`config.mk`:
```
export PLATFORM = sky130hd
export DESIGN_NAME = sram_bit_engine
export DESIGN_NICKNAME = d
export VERILOG_FILES = /design/src/rtl/sram_pkg.sv /design/src/rtl/sram_bit_engine_timer.sv /design/src/rtl/sram_bit_engine.sv
export SDC_FILE = /design/constraint.sdc
export NUM_CORES = 1
export LEC_CHECK = 0
export ABC_AREA = 1
export BUFFER_PORTS_ARGS = -buffer_cell sky130_fd_sc_hd__buf_2
export CORE_UTILIZATION = 54
export CTS_CLUSTER_DIAMETER = 150
export DETAILED_ROUTE_END_ITERATION = 8
export GPL_TIMING_DRIVEN = 0
export PLACE_DENSITY = 0.78
export SLEW_MARGIN = 20
export SYNTH_ARGS = -nofsm -noshare
export SYNTH_HDL_FRONTEND = slang
export SYNTH_SLANG_ARGS = --single-unit
```
`constraint.sdc`:
```
create_clock -name clk -period 1.9 [get_ports clk]
set_input_delay 0 -clock clk [delete_from_list [all_inputs] [get_ports clk]]
set_output_delay 0 -clock clk [all_outputs]
set_load 0.005 [all_outputs]
```
`src/rtl/sram_pkg.sv`:
```
// Shared types and constants for the single-bit SRAM byte engine.
package sram_pkg;

   // Engine sequencing states; one SETUP/STROBE/HOLD pass moves one bit.
   typedef enum logic [2:0] {
      ST_IDLE,
      ST_SETUP,
      ST_STROBE,
      ST_HOLD,
      ST_DONE
   } state_t;

   // Default phase lengths in clock cycles per bit.
   localparam int DEF_SETUP_CYC  = 2;
   localparam int DEF_STROBE_CYC = 4;
   localparam int DEF_HOLD_CYC   = 1;

   // SRAM control strobes are active-low.
   localparam logic STROBE_ON  = 1'b0;
   localparam logic STROBE_OFF = 1'b1;

   // Width of the phase down-counter: enough to hold the longest phase minus one.
   function automatic int phase_width(input int a, input int b, input int c);
      int m;
      m = a;
      if (b > m) m = b;
      if (c > m) m = c;
      return (m > 1) ? $clog2(m) : 1;
   endfunction

endpackage

```
`src/rtl/sram_bit_engine_timer.sv`:
```
// Loadable down-counter with terminal count; times the SETUP/STROBE/HOLD phases.
module sram_phase_timer #(
   parameter int W = 2
) (
   input  logic         clk,
   input  logic         rst,
   input  logic         load,
   input  logic [W-1:0] load_val,
   output logic         tc
);

   logic [W-1:0] cnt;

   // Load the phase length minus one on entry, then count down and park at zero.
   // NOTE: sequential state is always assigned with <= so every flop samples the pre-edge values.
   always_ff @(posedge clk or posedge rst) begin
      if (rst) begin
         cnt <= '0;
      end else if (load) begin
         cnt <= load_val;
      end else if (cnt != '0) begin
         cnt <= cnt - W'(1);
      end
   end

   assign tc = (cnt == '0);

endmodule

```
`src/rtl/sram_bit_engine.sv`:
```
// Byte read/write engine that serialises each byte into eight single-bit SRAM cycles, MSB first.
module sram_bit_engine
   import sram_pkg::*;
#(
   parameter int SETUP_CYC  = DEF_SETUP_CYC,
   parameter int STROBE_CYC = DEF_STROBE_CYC,
   parameter int HOLD_CYC   = DEF_HOLD_CYC
) (
   input  logic       clk,
   input  logic       rst,
   input  logic       req_valid,
   output logic       req_ready,
   input  logic       req_write,
   input  logic [7:0] req_wdata,
   output logic       rsp_valid,
   output logic [7:0] rsp_rdata,
   output logic       sram_cs,
   output logic       sram_oe,
   output logic       sram_we,
   output logic       io_oe,
   output logic       io_dout,
   input  logic       io_din
);

   localparam int PH_W = phase_width(SETUP_CYC, STROBE_CYC, HOLD_CYC);
   localparam logic [PH_W-1:0] SETUP_LD  = PH_W'(SETUP_CYC - 1);
   localparam logic [PH_W-1:0] STROBE_LD = PH_W'(STROBE_CYC - 1);
   localparam logic [PH_W-1:0] HOLD_LD   = PH_W'(HOLD_CYC - 1);

   state_t          state, state_nxt;
   logic            is_write;
   logic [7:0]      sreg;
   logic [2:0]      bit_cnt;
   logic            accept;
   logic            busy;
   logic            last_bit;
   logic            tmr_load;
   logic [PH_W-1:0] tmr_val;
   logic            tmr_tc;

   assign req_ready = (state == ST_IDLE);
   assign accept    = req_valid && req_ready;
   assign busy      = (state == ST_SETUP) || (state == ST_STROBE) || (state == ST_HOLD);
   assign last_bit  = (bit_cnt == 3'd7);

   sram_phase_timer #(
      .W(PH_W)
   ) u_timer (
      .clk      (clk),
      .rst      (rst),
      .load     (tmr_load),
      .load_val (tmr_val),
      .tc       (tmr_tc)
   );

   // State register.
   always_ff @(posedge clk or posedge rst) begin
      if (rst) state <= ST_IDLE;
      else     state <= state_nxt;
   end

   // Next-state decode; each phase exit reloads the timer with the following phase length.
   // NOTE: every output of this block gets a default first, so no path can infer a latch.
   always_comb begin
      state_nxt = state;
      tmr_load  = 1'b0;
      tmr_val   = '0;
      case (state)
         ST_IDLE: begin
            if (accept) begin
               state_nxt = ST_SETUP;
               tmr_load  = 1'b1;
               tmr_val   = SETUP_LD;
            end
         end
         ST_SETUP: begin
            if (tmr_tc) begin
               state_nxt = ST_STROBE;
               tmr_load  = 1'b1;
               tmr_val   = STROBE_LD;
            end
         end
         ST_STROBE: begin
            if (tmr_tc) begin
               state_nxt = ST_HOLD;
               tmr_load  = 1'b1;
               tmr_val   = HOLD_LD;
            end
         end
         ST_HOLD: begin
            if (tmr_tc) begin
               if (last_bit) begin
                  state_nxt = ST_DONE;
               end else begin
                  state_nxt = ST_SETUP;
                  tmr_load  = 1'b1;
                  tmr_val   = SETUP_LD;
               end
            end
         end
         ST_DONE: begin
            state_nxt = ST_IDLE;
         end
         default: begin
            state_nxt = ST_IDLE;
         end
      endcase
   end

   // Byte shift register, bit counter and read-data capture.
   // NOTE: the shift register is reset so io_dout comes out of reset at a defined 0.
   always_ff @(posedge clk or posedge rst) begin
      if (rst) begin
         is_write  <= 1'b0;
         sreg      <= 8'h00;
         bit_cnt   <= 3'd0;
         rsp_rdata <= 8'h00;
      end else if (accept) begin
         is_write <= req_write;
         sreg     <= req_wdata;
         bit_cnt  <= 3'd0;
      end else if (state == ST_STROBE && tmr_tc && !is_write) begin
         sreg <= {sreg[6:0], io_din};
      end else if (state == ST_HOLD && tmr_tc && !last_bit) begin
         bit_cnt <= bit_cnt + 3'd1;
         if (is_write) sreg <= {sreg[6:0], 1'b0};
      end else if (state == ST_DONE && !is_write) begin
         rsp_rdata <= sreg;
      end
   end

   // Registered pin drives, decoded from the current state so they trail it by one cycle.
   always_ff @(posedge clk or posedge rst) begin
      if (rst) begin
         sram_cs   <= STROBE_OFF;
         sram_oe   <= STROBE_OFF;
         sram_we   <= STROBE_OFF;
         io_oe     <= 1'b0;
         io_dout   <= 1'b0;
         rsp_valid <= 1'b0;
      end else begin
         sram_cs   <= busy ? STROBE_ON : STROBE_OFF;
         sram_we   <= (state == ST_STROBE && is_write)  ? STROBE_ON : STROBE_OFF;
         sram_oe   <= (state == ST_STROBE && !is_write) ? STROBE_ON : STROBE_OFF;
         io_oe     <= busy && is_write;
         io_dout   <= sreg[7];
         rsp_valid <= (state == ST_DONE);
      end
   end

endmodule

```
==> results.tsv, run 1 <==
stage	metric	value	unit
status	status	complete, no violations	
detailed_routing	TritonRoute pass-1 iters	5	
clocking	postcts setup bufs	0	
placed_design	routability cong.	0.8877	
pwr	switching pwr	0.0009645	W
yosys	post-synth top area share	47.50	%
critical_path	Worst R2R End	sreg[7]$_DFFE_PP0P_	
detailed_routing	1st-iter DRT viols	44	
critical_path	crit path kind	flip-flop to flip-flop	
critical_path	crit path from	u_timer.cnt[0]$_DFFE_PP0P_	
timing	skew final	0.01005	ns
detailed_routing	routed wl met2	1417	um
global_route	remaining global-route overflow	0	
pwr	Clk pwr share	17.0	%
pwr	peak supply drop	0.0009326	V
yosys	ys flop type	dfrtp_1	
cells_and_area	multi-input gate area in the final layout	613.1	sq um
pwr	total power divided by cell area	1302	mW/mm^2
yosys	EDFF count, synth	0	
placed_design	hpwl dp	2096	um
detailed_routing	Final Routed Wirelength	3087	um
critical_path	launching point of the worst reg2reg path	u_timer.cnt[0]$_DFFE_PP0P_	
cells_and_area	Layout Cells excl Fill	246	
yosys	Post-synth top cells	67 x nand2_1, 28 x dfrtp_1, 20 x nand3_1, 11 x inv_1, 8 x nor2_1	
critical_path	Slowest cell on crit path	dfrtp_1	
timing	fmax	595.1	MHz
detailed_routing	drt wl/cell	12.55	um
floorplanning	die area	0.002945	sq mm
pwr	Reg power frac	40.8	%
critical_path	crit path launch type	flip-flop	
flow_run	Max-Cap Viols	0	
yosys	synth top area cells	dfrtp_1 47%, nand2_1 17%, nand3_1 6.8%	
yosys	Async SR Flop Fraction	100.0	%
yosys	Ys Warns	0	
floorplanning	Initial Utilization	58.48	%
cells_and_area	fin nets	231	
pwr	Net Sw Frac	40.73	%
yosys	post-synth cell types	24	
timing	setup_tns	0	ns
detailed_routing	antenna-violating nets left	0	
floorplanning	Top-Level Pins	28	
timing	fin. max-slew vios	0	
yosys	FF+latch count, synth	31	
clocking	H-tree Lvls	2	
global_route	vias in the first global route	1060	
yosys	syn_area_per_cell	8.677	sq um
cells_and_area	Filler cells	197	
timing	min Tclk post-route	1.681	ns
worst_hold_path	HP Class	primary input to flip-flop	
detailed_routing	highest routed metal layer	met4	
timing	count of final setup violators	0	
critical_path	CP peak stage delay	0.39	ns
detailed_routing	WL met3	178	um
floorplanning	Die W	54.27	um
timing	Final period util	88.45	%
critical_path	Crit. End Element	flip-flop	
timing	final hold violation count	0	
detailed_routing	met1 WL	1425	um
floorplanning	# rows	18	
global_route	first-pass GRT wire length	4912	um
pwr	internal power contribution	0.001403	W
critical_path	Setup crit end	sreg[7]$_DFFE_PP0P_	
cells_and_area	sequential standard cell area	779.5	sq um
yosys	Syn Inst Count	170	
critical_path	CP Cell Sequence	inv_1 > ha_1 > buf_4 > inv_1 > nor2_1 > nand2_2 > nand2_2 > nand2_4 > nand2_4 > nand2_1 > nand2_1	
placed_design	I/O Buffers	27	
critical_path	critical path data required time	2.18	ns
pwr	Lkg Pwr	1.012	nW
floorplanning	Core ar.	0.002522	sq mm
pwr	Pwr Total	0.002368	W
critical_path	Critical Path Fanout Max	9	
yosys	Syn Nets	186	
floorplanning	Die H	54.27	um
worst_hold_path	hold path depth	3	
yosys	post-synth design cell area	0.001475	sq mm
yosys	sequential fraction of the synthesis area	52.84	%
clocking	# clock sinks	31	
yosys	top cell type by total area after synthesis	dfrtp_1	
timing	Max-slew headroom	58.33	%
placed_design	dpl cells	227	
critical_path	FF-to-FF setup slack	0.22	ns
clocking	clk slew on worst S/H paths	0.10	ns
detailed_routing	vias post-DR	1292	
cells_and_area	share of cells above drive strength 1	24.54	%
clocking	number of buffers created by CTS	5	
clocking	CTS tree	done	
global_route	initial antenna violation count	0	
yosys	most frequent cell after synthesis	nand2_1	
timing	RSZ-0062 raised after global routing	no	
critical_path	reg2reg path depth	11	
global_route	Global Route Usage Sum	24.59	%
cells_and_area	Area Growth Syn to Fin	23.24	%
clocking	Clock Tree Root	clkbuf_4	
timing	actual slew at the worst max-slew pin	0.6241	ns
cells_and_area	Final Util	72.07	%
detailed_routing	Via density	5.252	
clocking	CTS max path bufs	2	
critical_path	crit path DAT	1.96	ns
detailed_routing	DRC	0	
clocking	Worst-Skew Late Latency	0.33	ns
pwr	Gate power share	42.1	%
global_route	pin count of the biggest net entering global routing	32	
cells_and_area	ANT cells	0	
[placed cells by master, fill, tap and decap left out, drive strengths merged]
cell type    synthesis  final
dlygate4sd3          0     11
nor3                 1      1
buf                  3     30
dfrtp               28     28
nor2                 9      9
ha                   3      3
dfstp                3      3
o21a                 1      1
xor2                 1      1
inv                 13     13
nor3b                1      1
nand4                2      2
a21oi                2      2
o21ai                8      8
clkinv               0      1
nand3               22     22
nand2               72     72
clkbuf               1      8
[sequential cells by signal (all words and copies together), names as in the netlist, 2 cells and up]
register     flops
u_timer.cnt      2
rsp_rdata        8
sreg             8
state            3
bit_cnt          3
[area by class of cell]
| class | instances | area share [%] |
|---|---|---|
| tap | 30 | 2.065 |
| clock inverter | 1 | 0.2753 |
| clock buffer | 7 | 3.028 |
| inverter | 13 | 2.684 |
| buffer | 4 | 1.858 |
| multi-input combinational | 122 | 33.72 |
| sequential | 31 | 42.88 |
| timing repair buffer | 38 | 13.49 |
[power groups by stage]
stage          combinational (W)  sequential (W)  clock [W]
2_1_floorplan           0.000739        0.000955          0
3_3_place_gp            0.000916        0.000966          0
3_5_place_dp            0.000967        0.000979          0
4_1_cts                 0.000990        0.000965   0.000407
5_1_grt                  0.00113        0.000984   0.000439
6_report                0.000997        0.000967   0.000404
[routing by layer]
layer | up-vias | GRT usage [%]
met5 | - | 0
met4 | 0 | 10.26
met3 | 6 | 7.500
met2 | 62 | 35.57
met1 | 589 | 34.05
li1 | 635 | -
[repair_timing]
action / CTS / global route
endpoints found under the hold margin: 37 / 0
gates resized for setup: 0 / 0
hold buffers: 11 / 0
[through the flow]
stage / hold slack (ns) / setup WS (ns) / instance area (sq um)
after floorplan: 0.1013 / 0.4376 / 1475
after global placement: 0.2323 / 0.3128 / 1648
after detailed placement: 0.2335 / 0.2536 / 1648
after CTS: 0.02583 / 0.2390 / 1818
after global routing: 0.08605 / 0.05427 / 1818
final: 0.03309 / 0.2195 / 1818
[worst min-delay path by stage]
| stage | start | to | slack (ns) |
|---|---|---|---|
| after detailed placement | req_wdata[0] | sreg[0]$_DFFE_PP0P_ | 0.23 |
| after CTS | req_valid | state[2]$_DFFE_PP0P_ | 0.03 |
| after global routing | req_valid | state[2]$_DFFE_PP0P_ | 0.09 |
| after floorplan | rst | bit_cnt[0]$_DFFE_PP0P_ | 0.10 |
| final | req_valid | state[2]$_DFFE_PP0P_ | 0.03 |
| after global placement | req_write | is_write$_DFFE_PP0P_ | 0.23 |
[cells by family (layout without fill, tap and decap cells)]
family,Yosys count,after routing,share of synthesized area (%)
simple gates,107,107,34.52
flops,31,31,52.84
buf+inv,17,63,5.598
compound gates,11,11,3.901
fa+ha+maj,3,3,2.545
xor+xnor,1,1,0.5938
[critical path, delay by kind of cell (launching register included)]
family | cells | cell delay [ns]
buffers and inverters | 3 | 0.31
and+or+nand+nor | 7 | 0.79
DFF | 1 | 0.39
adders and majority gates | 1 | 0.14
No activity file was read; power rests on OpenSTA's default activity.
==> inputs of run 2 (changes only) <==
--- a/config.mk
+++ b/config.mk
@@ -7,11 +7,12 @@
 export LEC_CHECK = 0
 export ABC_AREA = 1
 export BUFFER_PORTS_ARGS = -buffer_cell sky130_fd_sc_hd__buf_2
-export CORE_UTILIZATION = 54
+export CORE_ASPECT_RATIO = 0.7
+export CORE_UTILIZATION = 50
 export CTS_CLUSTER_DIAMETER = 150
 export DETAILED_ROUTE_END_ITERATION = 8
 export GPL_TIMING_DRIVEN = 0
-export PLACE_DENSITY = 0.78
+export PLACE_DENSITY = 0.73
 export SLEW_MARGIN = 20
 export SYNTH_ARGS = -nofsm -noshare
 export SYNTH_HDL_FRONTEND = slang
==> results.tsv, run 2 (synthesis gave the netlist of run 1 again) <==
stage	metric	value	unit	change
placed_design	DP Worst Slack	0.2581	ns	+0.004493 ns
detailed_routing	Via density	4.947		-5.8%
critical_path	Worst R2R End	sreg[1]$_DFFE_PP0P_		
global_route	pin count of the biggest net entering global routing	32		unchanged
timing	Final period util	88.41	%	about the same
flow_run	Max-Cap Viols	0		unchanged
cells_and_area	share of cells above drive strength 1	25.96	%	+1.4 points
clocking	Worst-Skew Late Latency	0.28	ns	-0.05 ns
cells_and_area	most frequent cells in the layout	67 x nand2_1, 28 x dfrtp_1, 27 x buf_2		
critical_path	crit path kind	flip-flop to flip-flop		
global_route	first-pass GRT wire length	4554	um	-7.3%
pwr	Reg power frac	37.3	%	-3.5 points
pwr	Gate power share	37.4	%	-4.7 points
clocking	post-CTS resize count	0		unchanged
critical_path	Setup crit end	sreg[1]$_DFFE_PP0P_		
global_route	vias in the first global route	1037		-2.2%
timing	setup_tns	0	ns	unchanged
pwr	peak supply drop	0.0006219	V	-33%
global_route	remaining global-route overflow	0		unchanged
pwr	Net Sw Frac	37.01	%	-3.7 points
detailed_routing	Final Routed Wirelength	2899	um	-6.1%
detailed_routing	1st-iter DRT viols	71		+61%
pwr	Lkg Pwr	1.004	nW	-0.74%
floorplanning	Core ar.	0.002803	sq mm	+11%
cells_and_area	most common cell after layout, fill and taps aside	nand2_1		
critical_path	reg2reg path depth	11		unchanged
timing	fmax	595.3	MHz	about the same
clocking	CTS tree	done		
critical_path	crit path DAT	1.90	ns	-0.06 ns
pwr	internal power contribution	0.001638	W	+17%
critical_path	Critical Path Fanout Max	9		unchanged
cells_and_area	biggest regs	rsp_rdata (8), sreg (8)		
global_route	initial antenna violation count	0		unchanged
timing	RSZ-0062 raised after global routing	no		
placed_design	hpwl dp	2097	um	about the same
placed_design	I/O Buffers	27		unchanged
placed_design	routability cong.	0.8330		-6.2%
floorplanning	Die H	47.45	um	-13%
status	status	complete, no violations		
floorplanning	die area	0.003175	sq mm	+7.8%
clocking	clk slew on worst S/H paths	0.06	ns	-0.04 ns
clocking	# clock sinks	31		unchanged
pwr	total power divided by cell area	1442	mW/mm^2	+11%
clocking	number of buffers created by CTS	5		unchanged
floorplanning	Die W	66.92	um	+23%
detailed_routing	vias post-DR	1207		-6.6%
clocking	CTS max path bufs	2		unchanged
worst_hold_path	HP Class	primary input to flip-flop		
critical_path	launching point of the worst reg2reg path	u_timer.cnt[0]$_DFFE_PP0P_		
pwr	Clk pwr share	25.3	%	+8.3 points
floorplanning	Initial Utilization	52.63	%	-5.8 points
cells_and_area	ANT cells	0		unchanged
critical_path	Crit. End Element	flip-flop		
timing	skew final	0.006404	ns	-0.003642 ns
detailed_routing	antenna-violating nets left	0		unchanged
pwr	switching pwr	0.0009624	W	-0.22%
global_route	Global Route Usage Sum	20.35	%	-4.2 points
critical_path	FF-to-FF setup slack	0.22	ns	about the same
timing	count of final setup violators	0		unchanged
detailed_routing	TritonRoute pass-1 iters	4		-1
timing	worst setup margin	0.2203	ns	+0.0007700 ns
timing	min Tclk post-route	1.680	ns	-0.0007700 ns
clocking	Clock Tree Root	clkbuf_8		
timing	actual slew at the worst max-slew pin	0.6280	ns	+0.003899 ns
critical_path	crit path from	u_timer.cnt[0]$_DFFE_PP0P_		
detailed_routing	DRC	0		unchanged
timing	Max-slew headroom	58.07	%	-0.26 points
cells_and_area	Filler cells	230		+17%
detailed_routing	drt wl/cell	11.88	um	-5.3%
floorplanning	# rows	16		-2
critical_path	critical path data required time	2.12	ns	-0.06 ns
cells_and_area	Area Growth Syn to Fin	22.22	%	
timing	final hold violation count	0		unchanged
cells_and_area	fin nets	223		-3.5%
timing	fin. max-slew vios	0		unchanged
clocking	H-tree Lvls	2		unchanged
floorplanning	Top-Level Pins	28		unchanged
critical_path	crit path launch type	flip-flop		
[run 2: cell types whose count changed in the layout (fill, tap and decap cells not counted)]
| cell | change |
|---|---|
| clkbuf_1 | -1 |
| clkbuf_4 | -5 |
| clkbuf_8 | +5 |
| dlygate4sd3_1 | -8 |
| bufinv_16 | +1 |
[run 2: area by class of cell]
cell class | count | area, sq um | share of cell area [%]
Multi-Input combinational cell | 122 | 613.1 | 34.00
Inverter | 13 | 48.80 | 2.706
Buffer | 4 | 33.78 | 1.874
Clock inverter | 2 | 35.03 | 1.943
Tap cell | 36 | 45.04 | 2.498
Clock buffer | 6 | 82.58 | 4.580
Timing Repair Buffer | 30 | 165.2 | 9.160
Sequential cell | 31 | 779.5 | 43.23
[run 2: how the worst min path moves through the flow]
stage	from	to	slack [ns]	depth (start not counted)
after floorplan	rst	bit_cnt[0]$_DFFE_PP0P_	0.10	1
after global placement	req_write	is_write$_DFFE_PP0P_	0.23	2
after detailed placement	req_write	is_write$_DFFE_PP0P_	0.23	2
after CTS	req_wdata[3]	sreg[3]$_DFFE_PP0P_	0.004	5
after global routing	req_wdata[4]	sreg[4]$_DFFE_PP0P_	0.02	5
final	req_wdata[5]	sreg[5]$_DFFE_PP0P_	0.01	5
[run 2: power by group through the flow]
stage | registers [W] | logic (W) | clock network [W]
after CTS | 0.000967 | 0.000969 | 0.000673
after detailed placement | 0.000979 | 0.000960 | 0
after global placement | 0.000971 | 0.000926 | 0
after global routing | 0.000989 | 0.00109 | 0.000713
after floorplan | 0.000955 | 0.000739 | 0
final | 0.000971 | 0.000971 | 0.000658
[run 2: through the flow]
stage / power (W) / utilization (%) / hold slack [ns] / std cells / area, sq um
2_1_floorplan: 0.001695 / - / 0.1013 / 170 / 1475
5_1_grt: 0.002796 / 64.33 / 0.01874 / 244 / 1803
4_1_cts: 0.002608 / 63.97 / 0.003828 / 243 / 1793
6_report: 0.002600 / 64.33 / 0.01225 / 244 / 1803
3_5_place_dp: 0.001939 / 59.06 / 0.2348 / 233 / 1655
3_3_place_gp: 0.001897 / 59.06 / 0.2329 / 233 / 1655
[run 2: timing repair]
item,4_1_cts,5_1_grt
hold buffers,2,1
buffers inserted,0,0
endpoints found under the hold margin,2,28
[run 2: critical path, cell delays in order, from the launching register on]
cell and delay, ns:
dfrtp_1 0.39, inv_1 0.07, ha_1 0.13, buf_4 0.15, inv_1 0.10, nor2_1 0.22, nand2_2 0.13, nand2_2 0.11
nand2_4 0.10, nand2_4 0.11, nand2_1 0.06, nand2_1 0.05
[run 2: layer usage]
| metal | vias up | wire [um] | GRT usage [%] |
|---|---|---|---|
| li1 | 614 | - | - |
| met1 | 562 | 1459 | 28.02 |
| met2 | 27 | 1259 | 29.49 |
| met3 | 4 | 153 | 7.381 |
| met4 | 0 | 26 | 8.511 |
| met5 | - | 0 | 0 |
